### config.mk
export PLATFORM = sky130hd
export DESIGN_NAME = buf_merge_pipe
export DESIGN_NICKNAME = d
export VERILOG_FILES = /design/src/rtl/buf_pkg.sv /design/src/rtl/buf_stage.sv /design/src/rtl/buf_merge_pipe.sv
export SDC_FILE = /design/constraint.sdc
export NUM_CORES = 1
export LEC_CHECK = 0
export ABC_AREA = 1
export ABC_CLOCK_PERIOD_IN_PS = 2700
export CORE_MARGIN = 3
export CORE_UTILIZATION = 48
export DETAILED_ROUTE_END_ITERATION = 16
export PLACE_DENSITY = 0.77
export REMOVE_ABC_BUFFERS = 1
export SETUP_SLACK_MARGIN = 0.1
export SYNTH_ARGS = -nofsm -noshare
export SYNTH_HDL_FRONTEND = slang
export SYNTH_SLANG_ARGS = --single-unit
### constraint.sdc
create_clock -name clk -period 2.7 [get_ports clk]
set_input_delay 0.27 -clock clk [delete_from_list [all_inputs] [get_ports clk]]
set_output_delay 0.27 -clock clk [all_outputs]
set_load 0.02 [all_outputs]
### src/rtl/buf_pkg.sv
// Shared encodings for the merge pipeline: arbitration mode and source identifiers.
package buf_pkg;

  typedef enum logic {
    RR    = 1'b0,
    FIXED = 1'b1
  } prio_e;

  typedef enum logic {
    SRC1 = 1'b0,
    SRC2 = 1'b1
  } src_e;

  // Reset value of the last-grant record, so that the first contention goes to source 1.
  localparam src_e GRANT_RST = SRC2;

endpackage

### src/rtl/buf_stage.sv
// One elastic register stage: a valid bit with async reset, plus a data register
// that is written only when a real beat is loaded.
module buf_stage
  import buf_pkg::*;
#(
  parameter int WIDTH = 8
) (
  input  logic             clk,
  input  logic             rst_n,
  input  logic             i_load,
  input  logic             i_vld,
  input  logic [WIDTH-1:0] i_data,
  output logic             o_vld,
  output logic [WIDTH-1:0] o_data
);

  logic             r_vld;
  logic [WIDTH-1:0] r_data;

  always_ff @(posedge clk or negedge rst_n) begin
    if (!rst_n) begin
      r_vld <= 1'b0;
    end else if (i_load) begin
      r_vld <= i_vld;
    end
  end

  // Payload is don't-care while invalid, so it carries no reset.
  always_ff @(posedge clk) begin
    if (i_load && i_vld) begin
      r_data <= i_data;
    end
  end

  assign o_vld  = r_vld;
  assign o_data = r_data;

endmodule

### src/rtl/buf_merge_pipe.sv
// Two-source merge into a DEPTH-stage elastic pipeline, with round-robin or
// fixed-priority arbitration at the merge point and an occupancy counter.
module buf_merge_pipe
  import buf_pkg::*;
#(
  parameter int WIDTH = 8,
  parameter int DEPTH = 4
) (
  input  logic                       clk,
  input  logic                       rst_n,
  input  logic [WIDTH-1:0]           in1_data,
  input  logic                       in1_valid,
  output logic                       in1_ready,
  input  logic [WIDTH-1:0]           in2_data,
  input  logic                       in2_valid,
  output logic                       in2_ready,
  input  logic                       prio_mode,
  output logic [WIDTH-1:0]           out_data,
  output logic                       out_valid,
  input  logic                       out_ready,
  output logic [$clog2(DEPTH+1)-1:0] occupancy,
  output logic                       grant_last
);

  localparam int OCC_W = $clog2(DEPTH+1);

  logic [DEPTH-1:0] w_stg_vld;
  logic [DEPTH-1:0] w_load;
  logic [WIDTH-1:0] w_stg_data [DEPTH];
  logic             w_sel2;
  logic             w_acc1;
  logic             w_acc2;
  logic             w_in_vld;
  logic [WIDTH-1:0] w_in_data;
  logic             w_out_acc;
  src_e             r_grant_last;
  logic [OCC_W-1:0] r_occ;

  // Ready ripples from the sink back to stage 0: a stage loads if it is empty
  // or the stage after it loads this cycle.
  always_comb begin : ready_chain
    logic v_rdy;
    v_rdy = out_ready;
    for (int k = DEPTH-1; k >= 0; k--) begin
      w_load[k] = !w_stg_vld[k] || v_rdy;
      v_rdy     = w_load[k];
    end
  end

  always_comb begin
    w_sel2 = 1'b0;
    if (prio_e'(prio_mode) == FIXED) begin
      w_sel2 = !in1_valid;
    end else begin
      w_sel2 = in2_valid && (!in1_valid || (r_grant_last == SRC1));
    end
  end

  assign in1_ready = w_load[0] && !w_sel2;
  assign in2_ready = w_load[0] &&  w_sel2;
  assign w_acc1    = in1_valid && in1_ready;
  assign w_acc2    = in2_valid && in2_ready;
  assign w_in_vld  = w_acc1 || w_acc2;
  assign w_in_data = w_acc2 ? in2_data : in1_data;
  assign w_out_acc = out_valid && out_ready;

  always_ff @(posedge clk or negedge rst_n) begin
    if (!rst_n) begin
      r_grant_last <= GRANT_RST;
    end else if (w_acc1) begin
      r_grant_last <= SRC1;
    end else if (w_acc2) begin
      r_grant_last <= SRC2;
    end
  end

  always_ff @(posedge clk or negedge rst_n) begin
    if (!rst_n) begin
      r_occ <= '0;
    end else begin
      case ({w_in_vld, w_out_acc})
        2'b10:   r_occ <= r_occ + OCC_W'(1);
        2'b01:   r_occ <= r_occ - OCC_W'(1);
        default: r_occ <= r_occ;
      endcase
    end
  end

  for (genvar k = 0; k < DEPTH; k++) begin : g_stage
    logic             w_vi;
    logic [WIDTH-1:0] w_di;
    if (k == 0) begin : g_head
      assign w_vi = w_in_vld;
      assign w_di = w_in_data;
    end else begin : g_body
      assign w_vi = w_stg_vld[k-1];
      assign w_di = w_stg_data[k-1];
    end
    buf_stage #(.WIDTH(WIDTH)) u_stage (
      .clk    (clk),
      .rst_n  (rst_n),
      .i_load (w_load[k]),
      .i_vld  (w_vi),
      .i_data (w_di),
      .o_vld  (w_stg_vld[k]),
      .o_data (w_stg_data[k])
    );
  end

  assign out_valid  = w_stg_vld[DEPTH-1];
  assign out_data   = w_stg_data[DEPTH-1];
  assign occupancy  = r_occ;
  assign grant_last = r_grant_last;

endmodule

Word-level counts from Yosys, hierarchy flattened
Cells that the tools add are included.
Storage, ports and cells
  register bits: 40
  output and inout bits: 15
  logic and storage cells: 44
Operators by class
  $add $sub $neg: 2
  equal/unequal tests: 2
  mux-type cells: 5
  bitwise gates (word level): 1
  reductions and logical operators: 24
Operators with widths (number)
  $logic_and 1x1->1: 10
  $mux 8: 1
  $logic_not 1->1: 6
  $logic_or 1x1->1: 6
  $pmux 3 s2: 1
  $reduce_bool 2->1: 2
  $add 3x1->3 const B: 1
  $mux 1: 3
  $sub 3x1->3 const B: 1
  $eq 2x1->1 const B: 1
  $eq 2x2->1 const B: 1
  $not 1->1: 1

Logic depth before layout (Yosys ltp)
  depth after elaboration: 10
  gate-level depth with buffers: 13
  gate-level depth less buffers: 13

By module
From an unflattened synthesis, not the netlist that was laid out.
Second synthesis, totals
  cell total of the unflattened synthesis: 122
  area, all modules: 1599.0 um2
By module, submodules not included
  buf_stage: times used 4, cells each 14, area an instance 284.0 um2, seq. area each 265.3 um2
  buf_merge_pipe: times used 1, cells each 66, area an instance 462.9 um2, seq. area each 101.3 um2

Worst setup path after synthesis
Ideal clock, no wire load.
  kind: reg-to-reg
  start: register r_grant_last (netlist: grant_last)
  end: register r_occ[2] (netlist: occupancy[2])
  library setup time: 128 ps
  arrival time: 2152 ps
  required time: 2572 ps
  slack: 419 ps
  cell stages (with the launch flop): 14
  path through: dfstp_2 nand2_1 nand3_1 nand2_2 nand3_4 buf_6 nand2_4 inv_1 ha_1 inv_1 fa_1 a21oi_1 o21ai_0 xnor2_1
On the way
  word-level cells in the longest chain between the ends: 10
  elaborated cells on any way between the ends: 14
  classes of those cells: eq/ne: 2; mux: 2; bitwise: 1; reduce/logical: 9
RTL lines
  start, declared: line buf_merge_pipe.sv:36  | src_e r_grant_last;
  start signal, assigned: line buf_merge_pipe.sv:69  | r_grant_last <= GRANT_RST;
  start signal, assigned: line buf_merge_pipe.sv:71  | r_grant_last <= SRC1;
  start signal, assigned: line buf_merge_pipe.sv:73  | r_grant_last <= SRC2;
  $not 1->1 (*): line buf_merge_pipe.sv:55  | w_sel2 = in2_valid && (!in1_valid || (r_grant_last == SRC1));
  $logic_or 1x1->1 (*): line buf_merge_pipe.sv:55
  $logic_and 1x1->1 (*): line buf_merge_pipe.sv:55
  $mux 1 (*): line buf_merge_pipe.sv:52  | if (prio_e'(prio_mode) == FIXED) begin
  $logic_not 1->1: line buf_merge_pipe.sv:59  | assign in1_ready = w_load[0] && !w_sel2;
  $logic_and 1x1->1: line buf_merge_pipe.sv:59
  $logic_and 1x1->1: line buf_merge_pipe.sv:61  | assign w_acc1 = in1_valid && in1_ready;
  $logic_or 1x1->1 (*): line buf_merge_pipe.sv:63  | assign w_in_vld = w_acc1 || w_acc2;
  $eq 2x1->1 or $eq 2x2->1 (tied branches): line buf_merge_pipe.sv:81  | case ({w_in_vld, w_out_acc})
  $pmux 3 s2 or $reduce_bool 2->1 (tied branches)
  end signal, assigned: line buf_merge_pipe.sv:82  | 2'b10: r_occ <= r_occ + OCC_W'(1);
  end signal, assigned: line buf_merge_pipe.sv:83  | 2'b01: r_occ <= r_occ - OCC_W'(1);
  end signal, assigned: line buf_merge_pipe.sv:84  | default: r_occ <= r_occ;
  end, declared: line buf_merge_pipe.sv:37  | logic [OCC_W-1:0] r_occ;
Mark *: on every way between the ends. The rest lies on a longest branch, timed or not.
A chain may end at the register's enable or synchronous reset.

Final worst setup path
  start: input port prio_mode
  end: register r_occ[2] (netlist: occupancy[2])
On the way
  word-level cells in the longest chain between the ends: 7
  elaborated cells on any way between the ends: 11
  classes of those cells: eq/ne: 2; mux: 2; reduce/logical: 7
RTL lines
  start, declared: line buf_merge_pipe.sv:17  | input logic prio_mode,
  $mux 1 (*): line buf_merge_pipe.sv:52
  $logic_not 1->1: line buf_merge_pipe.sv:59
  $logic_and 1x1->1: line buf_merge_pipe.sv:59
  $logic_and 1x1->1: line buf_merge_pipe.sv:61
  $logic_or 1x1->1 (*): line buf_merge_pipe.sv:63
  $eq 2x1->1 or $eq 2x2->1 (tied branches): line buf_merge_pipe.sv:81
  $pmux 3 s2 or $reduce_bool 2->1 (tied branches)
Marks and branches as above.

==> implementation parameters <==
Parameter                              Value

Run status
  Outcome ... completed

STA
  Minimum period implied by the final worst setup slack ... 2200 ps
  Period utilization ... 81.47%
  Achievable frequency ... 454.6 MHz
  Actual slew at the worst max-slew pin ... 555.1 ps
  Setup Viol. Count Final ... 0
  Number of pins with negative max-slew slack in the final report ... 0
  RSZ-0062 raised after global routing ... false
  Clock tree skew after final layout ... 7.392 ps
  Hold_ws ... 170.9 ps
  Final count of hold timing violations ... 0
  Summed negative setup slack over all endpoints ... 0 ps
  Slew margin rel. ... 62.86%

Clock network
  CTS Buf Count ... 5
  Clock tree from TritonCTS ... yes
  Count of instances resized after the clock tree is built ... 0
  Clock tree buffer depth ... 2
  Clock latency reported for the late side of the worst-skew pair ... 350 ps
  Hold buffer count at cts ... 0
  Clk pin slew, worst setup/hold paths ... 120 ps
  Cell at the root of the clock tree ... clkbuf_4
  Post-CTS setup buffer count ... 0
  H-Tree Depth ... 2
  Clock sink count ... 40

Setup path
  Stages on worst setup path ... 14
  Most used cell, CP ... inv_1
  CP Buf/Inv Count ... 5
  Data required time of the critical path ... 2960 ps
  Crit Path Category ... input port to flip-flop
  Startpoint kind of the worst setup timing path ... input port
  Cell-by-cell listing of the critical path ... clkdlybuf4s50_1 -> inv_1 -> or2_0 -> nand2_2 -> inv_1 -> nand3_1 -> nand2_4 -> inv_1 -> ha_1 -> inv_1 -> fa_1 -> a21oi_1 -> o21ai_0 -> xnor2_1
  Kind of cell with the highest combined delay on the critical path ... buffers and inverters
  Delay of the slowest critical-path stage ... 460 ps
  Worst-path cell with the longest stage delay ... clkdlybuf4s50_1
  Crit path capture type ... flip-flop
  Crit path arrival time ... 2460 ps
  Critical path peak fanout ... 9
  Depth of the worst register-to-register path ... 12

Hold path
  Hold Crit Class ... input port to async pin

Place
  Placer congestion estimate ... 0.7311
  Port Buf Inserts ... 36
  Dpl hpwl ... 1637 um

Routing
  DRC violation total after the first TritonRoute iteration ... 11
  Number of remaining DRC errors ... 0
  Post-detailed-route via-to-cell ratio ... 4.310
  Vias ... 862
  Antenna viol nets, final ... 0
  Pre-antenna DRT Iters ... 3
  Routed WL ... 2148 um
  Wire per inst ... 10.74 um

Pwr
  Worst vdd rail ir drop ... 0.0004344 V
  Leak ... 0.8535 nW
  Total power after layout ... 1.887 mW
  Power density over the cells ... 911.9 nW/um^2

Global route
  Number of global-route vias before repair ... 851
  GRT Overall Usage ... 12.93%
  Pin count of the biggest net entering global routing ... 19
  Wire length of the first global-routing pass ... 3767 um
  Global route total overflow ... 0
  Antenna violations before repair ... 0

Synthesis
  Synth top area cells ... edfxtp_1, dfrtp_1, inv_1
  Number of storage elements in the synthesis netlist ... 40
  Syn Std Cell Area ... 1574 um^2
  Yosys top cell by area ... edfxtp_1
  Library cells used by synthesis ... 20
  Mean cell area of the mapped netlist ... 14.05 um^2
  Post-Syn Instances ... 112
  Register area share after synthesis ... 73.85%
  Synthesis warning total ... 0
  Share of Yosys cell area claimed by the top area cell type ... 61.05%

Final layout
  Fillers ... 235
  Total inserted antenna cells ... 0
  Post-layout net count ... 179
  Combined area of the multi-input logic cells ... 310.3 um^2
  Sequential Area ... 1162 um^2
  Area growth from synthesis to final layout ... 31.48%
  Proportion of layout cells with a drive suffix above 1 ... 14.74%
  Core occupancy in the finished layout ... 66.69%

Floorplanning
  Starting density of the core ... 50.73%
  Floorplan Core Area ... 3103 um^2
  Site Rows ... 20
  Number of placed I/O pins ... 37
  Horizontal extent of the die ... 63.27 um
  Overall die height ... 63.27 um
  Area of the die ... 4002 um^2

Run
  Max-cap violations ... 0
-- state kept, by name (all words and copies together) (netlist names) --
name,cells
g_stage.u_stage.o_vld,4
grant_last,1
occupancy,3
g_stage.u_stage.o_data,32
-- cells by family (layout without fill, tap and decap cells) --
logic type / Yosys count / after routing / synth area share [%]
buffers and inverters: 25 / 69 / 6.439
AOI/OAI and AO/OA: 11 / 11 / 5.405
xor gates and xnor gates: 2 / 2 / 1.113
adders and majority gates: 2 / 2 / 2.067
and+or+nand+nor: 32 / 32 / 11.13
DFF: 40 / 40 / 73.85
-- per-stage QoR --
stage / setup WS (ps) / instance area [um^2] / std cells
after floorplan: 472.7 / 1563 / 111
after global placement: 199.0 / 1986 / 192
after detailed placement: 121.3 / 1986 / 192
after CTS: 517.2 / 2069 / 200
after global routing: 333.2 / 2069 / 200
final: 500.2 / 2069 / 200
-- report_power, final --
part           total (mW)  internal, mW  switching (mW)
sequential          0.957         0.888          0.0690
combinational       0.528         0.232           0.297
clock               0.402         0.198           0.204
-- cell type report --
class / count / share of cell area [%]
sequential: 40 / 56.17
timing repair buffer: 37 / 17.78
multi-input combinational: 47 / 14.99
inverter: 24 / 4.353
tap: 44 / 2.660
clock inverter: 3 / 2.237
clock buffer: 5 / 1.814
-- worst paths after layout --
path                                                   startpoint  slack, ps                                endpoint
setup / recovery                                        prio_mode        500                occupancy[2]$_DFFE_PN0P_
hold / removal                                              rst_n        170    g_stage[1].u_stage.o_vld$_DFFE_PN0P_
setup reg to reg             g_stage[3].u_stage.o_vld$_DFFE_PN0P_        550                occupancy[2]$_DFFE_PN0P_
hold reg to reg            g_stage[1].u_stage.o_data[3]$_DFFE_PP_        430  g_stage[2].u_stage.o_data[3]$_DFFE_PP_
max in group asynchronous                                   rst_n       2230                  grant_last$_DFFE_PN1P_
min in group clk           g_stage[1].u_stage.o_data[3]$_DFFE_PP_        430  g_stage[2].u_stage.o_data[3]$_DFFE_PP_
-- routing by layer --
metal	global-route usage, %	up-vias	wire length (um)
met1	14.13	373	887
li1	-	449	-
met3	6.061	7	185
met5	0	-	0
met2	19.89	33	1002
met4	8.895	0	73
-- cells in the mapped netlist --
library cell	instances
inv_1	24
o21ai_0	2
dfrtp_1	7
nor2_4	1
nand2_4	1
nand3_4	1
buf_6	1
edfxtp_1	32
nand4_4	1
nand2_1	19
nor2_1	4
or2_0	1
dfstp_2	1
xnor2_1	2
nand3_1	3
o21ai_2	8
fa_1	1
ha_1	1
a21oi_1	1
nand2_2	1
-- placed cells by master, fill, tap and decap left out --
| cell type | count |
|---|---|
| nand3_1 | 3 |
| a21oi_1 | 1 |
| bufinv_16 | 1 |
| buf_4 | 1 |
| nand2_1 | 19 |
| nand4_4 | 1 |
| dfstp_2 | 1 |
| nand2_2 | 1 |
| ha_1 | 1 |
| clkdlybuf4s50_1 | 36 |
| inv_1 | 24 |
| xnor2_1 | 2 |
| nand3_4 | 1 |
| clkbuf_4 | 5 |
| fa_1 | 1 |
| nor2_4 | 1 |
| edfxtp_1 | 32 |
| o21ai_2 | 8 |
| clkinvlp_4 | 1 |
| o21ai_0 | 2 |
| nor2_1 | 4 |
| or2_0 | 1 |
| dfrtp_1 | 7 |
| inv_6 | 1 |
| nand2_4 | 1 |
No activity file was read; power rests on OpenSTA's default activity.
